## src/rtl/seg_pkg.sv

```systemverilog
// Shared display constants: blank pattern, BCD limit and the seven-segment
// table (bit order {dp,g,f,e,d,c,b,a}, active high).
package seg_pkg;

    localparam logic [7:0] SEG_BLANK = 8'h00;
    localparam logic [3:0] BCD_MAX   = 4'd9;

    localparam logic [7:0] SEG_0 = 8'h3F;
    localparam logic [7:0] SEG_1 = 8'h06;
    localparam logic [7:0] SEG_2 = 8'h5B;
    localparam logic [7:0] SEG_3 = 8'h4F;
    localparam logic [7:0] SEG_4 = 8'h66;
    localparam logic [7:0] SEG_5 = 8'h6D;
    localparam logic [7:0] SEG_6 = 8'h7D;
    localparam logic [7:0] SEG_7 = 8'h07;
    localparam logic [7:0] SEG_8 = 8'h7F;
    localparam logic [7:0] SEG_9 = 8'h6F;

endpackage

```

## src/rtl/num_decoder.sv

```systemverilog
// BCD digit to seven-segment pattern; non-decimal codes show blank.
module num_decoder
    import seg_pkg::*;
(
    input  logic [3:0] num,
    output logic [7:0] seg
);

    // Table lookup of the segment pattern
    always_comb begin
        seg = SEG_BLANK;
        case (num)
            4'd0:    seg = SEG_0;
            4'd1:    seg = SEG_1;
            4'd2:    seg = SEG_2;
            4'd3:    seg = SEG_3;
            4'd4:    seg = SEG_4;
            4'd5:    seg = SEG_5;
            4'd6:    seg = SEG_6;
            4'd7:    seg = SEG_7;
            4'd8:    seg = SEG_8;
            4'd9:    seg = SEG_9;
            default: seg = SEG_BLANK;
        endcase
    end

endmodule

```

## src/rtl/strobe_gen.sv

```systemverilog
// Free-running 0..DIV prescaler; tick is high for the cycle the count equals DIV.
module strobe_gen #(
    parameter int DIV = 9
) (
    input  logic clk,
    input  logic rstb,
    input  logic sclr,
    output logic tick
);

    localparam int          W     = (DIV > 0) ? $clog2(DIV + 1) : 1;
    localparam logic [W-1:0] DIV_W = W'(DIV);

    logic [W-1:0] cnt_r;

    // Prescaler count with synchronous restart
    always_ff @(posedge clk or negedge rstb) begin
        if (!rstb) begin
            cnt_r <= '0;
        end else if (sclr) begin
            cnt_r <= '0;
        end else if (cnt_r == DIV_W) begin
            cnt_r <= '0;
        end else begin
            cnt_r <= cnt_r + 1'b1;
        end
    end

    assign tick = (cnt_r == DIV_W);

endmodule

```

## src/rtl/seg_scan_counter.sv

```systemverilog
// N-digit BCD up/down counter with load/clear, roll-over pulse and a
// multiplexed seven-segment scan driver (MSD scanned first).
module seg_scan_counter
    import seg_pkg::*;
#(
    parameter int NUM_DIGITS    = 8,
    parameter int SCAN_DIV      = 49999,
    parameter int COUNT_DIV     = 49999999,
    parameter int BLANK_LEADING = 1
) (
    input  logic                    clk,
    input  logic                    rstb,
    input  logic                    en,
    input  logic                    up,
    input  logic                    clr,
    input  logic                    load,
    input  logic [4*NUM_DIGITS-1:0] load_val,
    output logic [4*NUM_DIGITS-1:0] value,
    output logic                    wrap,
    output logic [NUM_DIGITS-1:0]   digit,
    output logic [7:0]              seg_data
);

    localparam int                    VW        = 4 * NUM_DIGITS;
    localparam int                    IW        = (NUM_DIGITS > 1) ? $clog2(NUM_DIGITS) : 1;
    localparam logic [IW-1:0]         IDX_LAST  = IW'(NUM_DIGITS - 1);
    localparam logic [NUM_DIGITS-1:0] DIGIT_RST = NUM_DIGITS'(1) << (NUM_DIGITS - 1);
    localparam logic [7:0]            SEG_RST   = ((BLANK_LEADING != 0) && (NUM_DIGITS > 1)) ? SEG_BLANK : SEG_0;

    function automatic logic [VW-1:0] bcd_saturate(input logic [VW-1:0] v);
        logic [VW-1:0] r;
        r = v;
        for (int k = 0; k < NUM_DIGITS; k++) begin
            if (v[4*k +: 4] > BCD_MAX) r[4*k +: 4] = BCD_MAX;
            else                       r[4*k +: 4] = v[4*k +: 4];
        end
        return r;
    endfunction

    // Returns {carry_out, sum}
    function automatic logic [VW:0] bcd_inc(input logic [VW-1:0] v);
        logic [VW-1:0] r;
        logic          c;
        r = v;
        c = 1'b1;
        for (int k = 0; k < NUM_DIGITS; k++) begin
            if (!c) begin
                r[4*k +: 4] = v[4*k +: 4];
            end else if (v[4*k +: 4] >= BCD_MAX) begin
                r[4*k +: 4] = 4'd0;
            end else begin
                r[4*k +: 4] = v[4*k +: 4] + 4'd1;
                c           = 1'b0;
            end
        end
        return {c, r};
    endfunction

    // Returns {borrow_out, difference}
    function automatic logic [VW:0] bcd_dec(input logic [VW-1:0] v);
        logic [VW-1:0] r;
        logic          b;
        r = v;
        b = 1'b1;
        for (int k = 0; k < NUM_DIGITS; k++) begin
            if (!b) begin
                r[4*k +: 4] = v[4*k +: 4];
            end else if (v[4*k +: 4] == 4'd0) begin
                r[4*k +: 4] = BCD_MAX;
            end else begin
                r[4*k +: 4] = v[4*k +: 4] - 4'd1;
                b           = 1'b0;
            end
        end
        return {b, r};
    endfunction

    // A nibble blanks when it and all more-significant nibbles are zero; nibble 0 never does
    function automatic logic [NUM_DIGITS-1:0] leading_blank_mask(input logic [VW-1:0] v);
        logic [NUM_DIGITS-1:0] m;
        logic                  zero_above;
        m          = '0;
        zero_above = 1'b1;
        for (int k = NUM_DIGITS - 1; k >= 0; k--) begin
            zero_above = zero_above && (v[4*k +: 4] == 4'd0);
            m[k]       = (BLANK_LEADING != 0) && (k != 0) && zero_above;
        end
        return m;
    endfunction

    logic [VW-1:0]         value_r;
    logic                  wrap_r;
    logic [NUM_DIGITS-1:0] digit_r;
    logic [7:0]            seg_r;
    logic [IW-1:0]         scan_idx_r;

    logic                  count_tick_s;
    logic                  scan_tick_s;
    logic [VW:0]           step_s;
    logic [NUM_DIGITS-1:0] blank_s;
    logic [IW-1:0]         idx_next_s;
    logic [3:0]            sel_nibble_s;
    logic                  sel_blank_s;
    logic [NUM_DIGITS-1:0] digit_next_s;
    logic [7:0]            dec_seg_s;
    logic [7:0]            seg_next_s;

    strobe_gen #(.DIV(COUNT_DIV)) u_count_strobe (
        .clk  (clk),
        .rstb (rstb),
        .sclr (clr),
        .tick (count_tick_s)
    );

    strobe_gen #(.DIV(SCAN_DIV)) u_scan_strobe (
        .clk  (clk),
        .rstb (rstb),
        .sclr (1'b0),
        .tick (scan_tick_s)
    );

    // Next counter value in the selected direction
    always_comb begin
        step_s = '0;
        if (up) begin
            step_s = bcd_inc(value_r);
        end else begin
            step_s = bcd_dec(value_r);
        end
    end

    // Counter register: clr > load > enabled count strobe
    always_ff @(posedge clk or negedge rstb) begin
        if (!rstb) begin
            value_r <= '0;
            wrap_r  <= 1'b0;
        end else if (clr) begin
            value_r <= '0;
            wrap_r  <= 1'b0;
        end else if (load) begin
            value_r <= bcd_saturate(load_val);
            wrap_r  <= 1'b0;
        end else if (count_tick_s && en) begin
            value_r <= step_s[VW-1:0];
            wrap_r  <= step_s[VW];
        end else begin
            wrap_r  <= 1'b0;
        end
    end

    assign blank_s = leading_blank_mask(value_r);

    // Select the nibble, blank flag and digit enable for the next scan slot
    always_comb begin
        idx_next_s   = (scan_idx_r == IDX_LAST) ? '0 : scan_idx_r + 1'b1;
        sel_nibble_s = 4'd0;
        sel_blank_s  = 1'b0;
        digit_next_s = '0;
        for (int k = 0; k < NUM_DIGITS; k++) begin
            if (IW'(NUM_DIGITS - 1 - k) == idx_next_s) begin
                sel_nibble_s    = value_r[4*k +: 4];
                sel_blank_s     = blank_s[k];
                digit_next_s[k] = 1'b1;
            end else begin
                digit_next_s[k] = 1'b0;
            end
        end
    end

    num_decoder u_dec (
        .num (sel_nibble_s),
        .seg (dec_seg_s)
    );

    assign seg_next_s = sel_blank_s ? SEG_BLANK : dec_seg_s;

    // Scan index, digit enable and segment bus update together so they never skew
    always_ff @(posedge clk or negedge rstb) begin
        if (!rstb) begin
            scan_idx_r <= '0;
            digit_r    <= DIGIT_RST;
            seg_r      <= SEG_RST;
        end else if (scan_tick_s) begin
            scan_idx_r <= idx_next_s;
            digit_r    <= digit_next_s;
            seg_r      <= seg_next_s;
        end else begin
            scan_idx_r <= scan_idx_r;
        end
    end

    assign value    = value_r;
    assign wrap     = wrap_r;
    assign digit    = digit_r;
    assign seg_data = seg_r;

endmodule

```

## config.mk

```make
export PLATFORM = sky130hd
export DESIGN_NAME = seg_scan_counter
export DESIGN_NICKNAME = d
export VERILOG_FILES = /design/src/rtl/seg_pkg.sv /design/src/rtl/num_decoder.sv /design/src/rtl/strobe_gen.sv /design/src/rtl/seg_scan_counter.sv
export SDC_FILE = /design/constraint.sdc
export NUM_CORES = 1
export LEC_CHECK = 0
export BUFFER_PORTS_ARGS = -buffer_cell sky130_fd_sc_hd__buf_2
export CAP_MARGIN = 40
export CORE_UTILIZATION = 41
export DETAILED_ROUTE_END_ITERATION = 10
export HOLD_SLACK_MARGIN = 0.12
export REMOVE_ABC_BUFFERS = 1
export SKIP_CTS_REPAIR_TIMING = 1
export SYNTH_ARGS = -nofsm -noshare
export SYNTH_HDL_FRONTEND = slang
export SYNTH_HIERARCHICAL = 1
export SYNTH_SLANG_ARGS = --single-unit
```

## constraint.sdc

```tcl
create_clock -name clk -period 4 [get_ports clk]
set_clock_uncertainty 0.15 [all_clocks]
set_input_delay 0.6 -clock clk [delete_from_list [all_inputs] [get_ports clk]]
set_output_delay 0.6 -clock clk [all_outputs]
set_load 0.01 [all_outputs]
```

==> flow_metrics.env, run 1 <==
export IMPL_status="complete, no violations"
export IMPL_final_max_slew_viol_count=0
export IMPL_critPathLaunch="scan_idx_r[0]"
export IMPL_maxCapViolCount=0
export IMPL_yosysMostFrequentCell="dfrtp_1"
export IMPL_setup_ws_ps=376
export IMPL_grt_pass1_vias=6139
export IMPL_p_leak_nw=3.45
export IMPL_critPathMaxFanout=13
export IMPL_area_growth_pct=11.4
export IMPL_yosys_top_cells_area="dfrtp_1, ha_1, a21oi_1"
export IMPL_synth_seq_area_share=0.326
export IMPL_ios=87
export IMPL_synth_cell_type_count=93
export IMPL_yosys_area_top_type="dfrtp_1"
export IMPL_gp_congestion=0.902
export IMPL_fmaxAchievable_ghz=0.276
export IMPL_grt_start_max_net_pins=50
export IMPL_grt_overflow_total=0
export IMPL_worstSetupStartpointType="register"
export IMPL_grt_pass1_wl_mm=31.8
export IMPL_post_route_cell_area_um2=8040
export IMPL_syn_inst=841
export IMPL_arrival_ps=3690
export IMPL_rr_worst_depth=15
export IMPL_place_area_um2=7750
export IMPL_yosysTopAreaCellShare=0.323
export IMPL_regToRegEndpoint="seg_data[0]"
export IMPL_ir_drop_mv=0.212
export IMPL_htree_levels=3
export IMPL_nets=968
export IMPL_fin_hold_ws_ps=118
export IMPL_cts_sinks=94
export IMPL_die_area_um2=18100
export IMPL_critical_path_class="reg -> reg"
export IMPL_first_pass_iters=5
export IMPL_crit_path_cell_trace="ha_1 > ha_1 > nor3_1 > nand2b_1 > o221a_2 > a211oi_1 > a21oi_1 > buf_4 > inv_2 > ha_1 > nor2_1 > a21oi_1 > o22ai_1 > mux2i_1 > a21oi_1"
export IMPL_async_flop_share=1.00
export IMPL_rsz0062_at_grt="false"
export IMPL_min_period_ps=3620
export IMPL_synth_common_cells="dfrtp_1, nor2_1, inv_1"
export IMPL_reg2reg_slack_ps=380
export IMPL_tns_ps=0
export IMPL_ys_flop_type="dfrtp_1"
export IMPL_antenna_left=0
export IMPL_num_vias=6511
export IMPL_clock_latency_ps=360
export IMPL_drt_vias_per_instance=5.78
export IMPL_slew_limit_headroom=0.530
export IMPL_powerDensity_nw_per_um2=307
export IMPL_syn_area_um2=7210
export IMPL_antenna_found_initial=0
export IMPL_cp_required_ps=4070
export IMPL_portBuffers=86
export IMPL_cp_slowest_cell="dfrtp_1"
export IMPL_clk_path_buf_depth=2
export IMPL_ys_warn_count=6
export IMPL_synth_seq_cells=94
export IMPL_drtIter0Drc=436
export IMPL_totalWireLength_mm=19.2
export IMPL_endpoint_kind="register"
export IMPL_grtUsageTotal=0.220
export IMPL_setup_violations=0
export IMPL_dp_hpwl_mm=14.0
export IMPL_hold_path_class="in -> async"
export IMPL_cp_endpoint="seg_data[0]"
export IMPL_period_share=0.906
export IMPL_clk_pin_slew_ps=70
export IMPL_rows=48
export IMPL_die_height_um=135
export IMPL_cts_inserted_buffers=9
export IMPL_antennaDiodeCount=0
export IMPL_routedWlPerCell_um=17.0
export IMPL_synth_edff_count=0
export IMPL_drc=0
export IMPL_crit_path_max_incr_delay_ps=520
export IMPL_final_layout_size_suffix_gt1_frac=0.188
export IMPL_r2r_start="scan_idx_r[0]"
export IMPL_report_final_hold_viol_count=0
export IMPL_core_um2=17200
export IMPL_place_ws_ps=444
export IMPL_tightest_slew_ps=706
export IMPL_dieWidth_um=135
export IMPL_cts_root_buf="clkbuf_16"
export IMPL_syn_area_per_cell_um2=8.58
export IMPL_start_util=0.418
export IMPL_cts_tree="done"
-- worst min-delay path by stage --
stage,from,end,slack [ps],cells after the start
3_5_place_dp,u_count_strobe/cnt_r[0],u_count_strobe/cnt_r[0],350,1
2_1_floorplan,rstb,digit[0],150,0
3_3_place_gp,u_scan_strobe/cnt_r[0],u_scan_strobe/cnt_r[0],350,1
6_report,rstb,value[3],120,1
4_1_cts,rstb,value[3],150,1
5_1_grt,rstb,value[3],180,1
-- where the power goes --
group | switching [mW] | internal (mW) | total, mW
registers | 0.0981 | 0.984 | 1.08
logic | 0.305 | 0.234 | 0.539
clock network | 0.415 | 0.431 | 0.846
-- metal layers --
layer  wire [µm]  track usage
met1        8990        0.299
met3         969       0.0375
met4         322       0.0699
met2        8900        0.355
met5           0            0
-- through the flow --
stage | power [mW] | std cells | util
after floorplan | 1.42 | 785 | -
after global placement | 1.63 | 1109 | 0.450
after detailed placement | 1.64 | 1110 | 0.450
after CTS | 2.49 | 1126 | 0.466
after global routing | 2.59 | 1126 | 0.466
final | 2.47 | 1126 | 0.466
-- cell usage in the layout, fill, tap and decap left out, drive strengths merged, types with 15 or more instances in the layout --
cell	n
buf	100
mux2i	20
nand3	32
inv	66
a21oi	58
mux2	15
nand2	43
nand4	20
nor2	68
ha	34
xnor2	24
dfrtp	93
o21ai	45
nor3	21
-- area by class of cell --
class / instances / area, µm²
fillers: 1694 / 9200
flip-flops and latches: 94 / 2350
inverters: 63 / 236
clock inverters: 7 / 55.1
repair buffers: 100 / 536
clock buffers: 9 / 225
multi-input cells: 628 / 4350
well taps: 225 / 282
-- registers in the layout, summed over array words and instances (netlist names) --
name	cells
value	32
u_count_strobe/cnt_r	26
u_scan_strobe/cnt_r	16
digit	8
seg_data	8
scan_idx_r	3
wrap	1
-- worst max-delay path, delay by kind of cell, from the launching register on --
family          cells  cell delay [ps]
fa+ha+maj           3              840
compound gates      6              910
flops               1              520
simple gates        3              670
buf+inv             2              260
mux                 1              130
-- cells by family after synthesis --
group / share of synthesized area
flip-flops: 0.326
buffers and inverters: 0.0727
adder cells (fa/ha/maj): 0.0590
multiplexers: 0.0543
XOR/XNOR: 0.0389
AND/OR/NAND/NOR: 0.231
other: 0.00104
AO/OA/AOI/OAI: 0.217
(Power assumes the default switching activity.)
==> run 2: changes to the inputs <==
CORE_MARGIN = 5   (was unset)
SYNTH_HIERARCHICAL = unset   (was 1)
==> flow_metrics.env, run 2 <==
export IMPL_switching_share=0.296
export IMPL_tns_ps=0
export IMPL_cts_sinks=93
export IMPL_clk_path_buf_depth=2
export IMPL_p_int_mw=1.72
export IMPL_yosysTopAreaCellShare=0.336
export IMPL_fillers=1622
export IMPL_portBuffers=85
export IMPL_rows=47
export IMPL_yosys_area_top_type="dfrtp_1"
export IMPL_die_area_um2=19400
export IMPL_endpoint_kind="register"
export IMPL_ir_drop_mv=0.200
export IMPL_p_comb_frac=0.185
export IMPL_drc=0
export IMPL_die_height_um=139
export IMPL_report_final_hold_viol_count=0
export IMPL_final_common_cell="dfrtp_1"
export IMPL_syn_area_per_cell_um2=8.56
export IMPL_arrival_ps=3240
export IMPL_p_leak_nw=3.44
export IMPL_ys_warn_count=0
export IMPL_hold_path_class="in -> reg"
export IMPL_nets=934
export IMPL_reg2reg_slack_ps=880
export IMPL_grt_pass1_wl_mm=30.5
export IMPL_worstSetupStartpointType="register"
export IMPL_status="complete, no violations"
export IMPL_clk_pin_slew_ps=70
export IMPL_seqCellArea_um2=2330
export IMPL_cts_tree="done"
export IMPL_yosysMostFrequentCell="dfrtp_1"
export IMPL_drtIter0Drc=361
export IMPL_cts_root_buf="clkbuf_16"
export IMPL_yosys_top_cells_area="dfrtp_1, ha_1, nand2_1"
export IMPL_final_cells=1084
export IMPL_largest_reg_flops=32
export IMPL_first_pass_iters=5
export IMPL_gp_congestion=0.931
export IMPL_cts_inserted_buffers=9
export IMPL_slew_limit_headroom=0.428
export IMPL_syn_inst=800
export IMPL_powerDensity_nw_per_um2=314
export IMPL_drt_vias_per_instance=5.61
export IMPL_core_um2=16500
export IMPL_htree_levels=3
export IMPL_synth_seq_area_share=0.340
export IMPL_synth_seq_cells=93
export IMPL_tightest_slew_ps=850
export IMPL_async_flop_share=1.00
export IMPL_grt_overflow_total=0
export IMPL_min_period_ps=3120
export IMPL_antennaDiodeCount=0
export IMPL_area_growth_pct=13.3
export IMPL_p_sw_uw=723
export IMPL_syn_area_um2=6850
export IMPL_grt_start_max_net_pins=40
export IMPL_dp_hpwl_mm=13.7
export IMPL_setup_violations=0
export IMPL_totalWireLength_mm=18.4
export IMPL_critPathMaxFanout=12
export IMPL_period_share=0.781
export IMPL_ios=87
export IMPL_antenna_found_initial=0
export IMPL_synth_edff_count=0
export IMPL_dieWidth_um=139
export IMPL_final_max_slew_viol_count=0
export IMPL_setup_ws_ps=876
export IMPL_maxCapViolCount=0
export IMPL_final_layout_size_suffix_gt1_frac=0.172
export IMPL_seqPwrFrac=0.423
export IMPL_start_util=0.416
export IMPL_fmaxAchievable_ghz=0.320
export IMPL_multi_input_area_um2=4130
export IMPL_synth_cell_type_count=88
export IMPL_num_vias=6084
export IMPL_antenna_left=0
export IMPL_critical_path_class="reg -> reg"
export IMPL_clock_latency_ps=350
export IMPL_place_ws_ps=897
export IMPL_ys_flop_type="dfrtp_1"
export IMPL_final_cell_mix="dfrtp_1, nand2_1, buf_2"
export IMPL_rsz0062_at_grt="false"
export IMPL_grtUsageTotal=0.190
export IMPL_synth_common_cells="dfrtp_1, nand2_1, nor2_1"
export IMPL_routedWlPerCell_um=17.0
export IMPL_grt_pass1_vias=5698
export IMPL_placed_cells=1067
export IMPL_cp_required_ps=4110
export IMPL_pwr_share_clk=0.392
[run 2: cell count changes in the layout (fill, tap and decap cells not counted), sizes merged, moves of 9 or more]
cell	before	now
a21oi	58	32
inv	66	51
or3	11	2
nor2	68	79
nand2	43	88
nand4	20	10
mux2i	20	6
xor2	8	21
[run 2: layout make-up]
class	instances	share of cell area
clock buffer	11	0.0313
sequential	93	0.300
clock inverter	5	0.0106
multi-input combinational	611	0.533
timing repair buffer	93	0.0648
tap	220	0.0355
inverter	51	0.0247
[run 2: worst max-delay path: stages, from the launching register on]
cell       delay (ps)
dfrtp_1           420
ha_1              210
ha_1              440
inv_1             320
a211oi_1           90
a21oi_1           170
a2bb2oi_1         460
inv_1             130
ha_1              230
mux2_2            250
o221ai_1          160
[run 2: worst paths after layout]
check,depth (start not counted),start,endpoint
worst min-delay path,3,load_val[22],value[22]
worst min register to register,2,digit[3],digit[3]
max in group asynchronous,4,rstb,u_scan_strobe.cnt_r[13]
worst max register to register,10,scan_idx_r[0],seg_data[6]
worst max-delay path,10,scan_idx_r[0],seg_data[6]
min in group asynchronous,2,rstb,seg_data[1]
[run 2: kinds of logic after synthesis]
group,share of synthesized area
other,0.000548
muxes,0.0389
adders and majority gates,0.0676
AOI/OAI and AO/OA,0.194
xor gates and xnor gates,0.0550
and+or+nand+nor,0.248
buffers and inverters,0.0561
DFF,0.340
[run 2: power by group through the flow]
stage | Clock, mW | Sequential, mW | Combinational (mW)
floorplan | 0 | 1.04 | 0.276
global placement | 0 | 1.05 | 0.448
detailed placement | 0 | 1.05 | 0.449
CTS | 0.981 | 1.03 | 0.452
global route | 1.02 | 1.04 | 0.506
finish | 0.955 | 1.03 | 0.451
[run 2: per-stage QoR]
stage | total power [mW] | hold slack [ps] | utilization | cell area, µm²
CTS | 2.47 | 41.8 | 0.471 | 7750
finish | 2.44 | 308 | 0.471 | 7760
global placement | 1.50 | 301 | 0.450 | 7400
global route | 2.56 | 324 | 0.471 | 7760
detailed placement | 1.50 | 311 | 0.451 | 7420
floorplan | 1.32 | 154 | - | 6650
[run 2: metal layers]
metal / global-route usage / vias up / wire length, µm
li1: - / 2989 / -
met1: 0.266 / 2913 / 8560
met2: 0.299 / 161 / 8440
met3: 0.0316 / 21 / 1050
met4: 0.0613 / 0 / 345
met5: 0 / - / 0
==> run 3: changes to the inputs <==
ABC_AREA = 1   (was unset)
clock period = 2.65 ns   (was 4 ns; I/O delays follow)
==> flow_metrics.env, run 3 <==
export IMPL_tns_ps=0
export IMPL_synth_seq_cells=93
export IMPL_clk_path_buf_depth=2
export IMPL_final_layout_size_suffix_gt1_frac=0.201
export IMPL_first_pass_iters=7
export IMPL_antenna_left=0
export IMPL_synth_cell_type_count=43
export IMPL_cts_tree="done"
export IMPL_final_common_cell="nand2_1"
export IMPL_drt_vias_per_instance=5.20
export IMPL_ir_drop_mv=0.298
export IMPL_p_comb_frac=0.268
export IMPL_reg2reg_slack_ps=70
export IMPL_antennaDiodeCount=0
export IMPL_r2r_start="scan_idx_r[1]"
export IMPL_clk_pin_slew_ps=70
export IMPL_syn_inst=955
export IMPL_min_period_ps=2580
export IMPL_async_flop_share=1.00
export IMPL_regToRegEndpoint="seg_data[5]"
export IMPL_tightest_slew_ps=642
export IMPL_yosysTopAreaCellShare=0.339
export IMPL_grt_start_max_net_pins=42
export IMPL_cp_required_ps=2780
export IMPL_setup_violations=0
export IMPL_slew_limit_headroom=0.572
export IMPL_syn_area_um2=6780
export IMPL_drc=0
export IMPL_cts_sinks=93
export IMPL_grt_pass1_vias=6400
export IMPL_p_sw_mw=1.35
export IMPL_final_cell_mix="nand2_1, inv_1, nor2_1"
export IMPL_die_area_um2=19200
export IMPL_pwr_share_clk=0.346
export IMPL_core_um2=16400
export IMPL_fmaxAchievable_ghz=0.388
export IMPL_p_int_mw=2.75
export IMPL_routedWlPerCell_um=14.7
export IMPL_period_share=0.973
export IMPL_seqPwrFrac=0.386
export IMPL_ys_warn_count=0
export IMPL_die_height_um=139
export IMPL_start_util=0.413
export IMPL_rsz0062_at_grt="true"
export IMPL_portBuffers=85
export IMPL_powerDensity_nw_per_um2=498
export IMPL_endpoint_kind="register"
export IMPL_critPathMaxFanout=6
export IMPL_critical_path_class="reg -> reg"
export IMPL_yosys_top_cells_area="dfrtp_1, nand2_1, ha_1"
export IMPL_worstSetupStartpointType="register"
export IMPL_hold_path_class="in -> reg"
export IMPL_yosysMostFrequentCell="nand2_1"
export IMPL_synth_common_cells="nand2_1, inv_1, nor2_1"
export IMPL_antenna_found_initial=0
export IMPL_grt_overflow_total=0
export IMPL_num_vias=6792
export IMPL_final_max_slew_viol_count=0
export IMPL_dp_hpwl_mm=14.5
export IMPL_drtIter0Drc=455
export IMPL_min_path_cells=3
export IMPL_synth_seq_area_share=0.343
export IMPL_grt_pass1_wl_mm=31.8
export IMPL_area_growth_pct=21.3
export IMPL_dieWidth_um=139
export IMPL_grtUsageTotal=0.198
export IMPL_rr_worst_depth=18
export IMPL_syn_area_per_cell_um2=7.10
export IMPL_arrival_ps=2710
export IMPL_report_final_hold_viol_count=0
export IMPL_maxCapViolCount=0
export IMPL_ios=87
export IMPL_nets=1157
export IMPL_fin_hold_ws_ps=230
export IMPL_htree_levels=3
export IMPL_status="complete, no violations"
export IMPL_switching_share=0.329
export IMPL_p_leak_nw=4.00
export IMPL_cts_root_buf="clkbuf_16"
export IMPL_rows=47
export IMPL_synth_edff_count=0
export IMPL_yosys_area_top_type="dfrtp_1"
export IMPL_min_to="value[7]"
export IMPL_gp_congestion=0.847
export IMPL_clock_latency_ps=350
export IMPL_ys_flop_type="dfrtp_1"
export IMPL_largest_reg_flops=32
export IMPL_hp_start="load_val[7]"
export IMPL_totalWireLength_mm=19.2
export IMPL_cts_inserted_buffers=9
## run 3: cell count changes after synthesis, moves of 10 or more
cell,before,now
nor2_1,79,96
inv_2,0,14
nand2_2,0,13
clkbuf_1,35,15
o21ai_1,1,11
nand4_1,9,28
a21oi_1,32,53
inv_1,50,107
o21ai_0,43,88
nand3_1,40,61
nand2_1,88,198
xnor2_1,22,8
o31ai_1,15,4
and3_1,14,1
## run 3: power groups by stage
stage | logic (mW) | registers [mW] | clock network [mW]
3_3_place_gp | 1.06 | 1.61 | 0
5_1_grt | 1.24 | 1.60 | 1.51
2_1_floorplan | 0.623 | 1.63 | 0
6_report | 1.10 | 1.58 | 1.42
3_5_place_dp | 1.06 | 1.61 | 0
4_1_cts | 1.07 | 1.58 | 1.45
## run 3: final cells by class
| cell class | count | area [µm²] |
|---|---|---|
| flip-flops and latches | 93 | 2330 |
| repair buffers | 138 | 848 |
| clock buffers | 13 | 250 |
| fillers | 1668 | 8180 |
| multi-input cells | 715 | 3990 |
| clock inverters | 3 | 68.8 |
| well taps | 220 | 275 |
| inverters | 125 | 469 |
## run 3: per-layer routing
metal,share of wire,global-route usage,routed length [µm]
met1,0.49,0.280,9380
met3,0.046,0.0366,877
met4,0.0049,0.0335,94
met5,0,0,0
met2,0.46,0.322,8860
## run 3: critical path, cell delays in order, from the launching register on
cell	delay, ps
dfrtp_1	380
ha_2	200
ha_4	340
nand2_4	70
buf_6	130
nand2_1	60
nand2_1	60
nand2_1	60
nand2_1	50
nand2_1	60
nand2_1	60
nand2_2	100
nand2_2	60
buf_4	130
ha_2	180
nand3b_1	160
nand3_1	100
nand4_1	90
nand2_1	80
## run 3: cell families after synthesis
logic type | Yosys count | synth area share
compound gates | 209 | 0.179
xor+xnor | 25 | 0.0323
fa+ha+maj | 37 | 0.0682
buf+inv | 147 | 0.0834
flops | 93 | 0.343
other cells | 1 | 0.000553
simple gates | 443 | 0.293
## run 3: through the flow
stage	cells	setup WS (ps)	total power [mW]	util	area (µm²)
after floorplan	933	-10.3	2.26	-	6690
after global placement	1287	-84.0	2.67	0.474	7770
after detailed placement	1287	-99.1	2.67	0.474	7770
after CTS	1303	-133	4.10	0.493	8090
after global routing	1307	-93.0	4.35	0.502	8230
final	1307	72.7	4.10	0.502	8230
## run 3: how the worst max path moves through the flow
stage | startpoint | to | depth (start not counted)
after global placement | scan_idx_r[0] | seg_data[3] | 18
after floorplan | scan_idx_r[0] | seg_data[3] | 18
after detailed placement | scan_idx_r[0] | seg_data[3] | 20
after global routing | scan_idx_r[1] | seg_data[0] | 21
after CTS | scan_idx_r[0] | seg_data[3] | 20
final | scan_idx_r[1] | seg_data[5] | 18
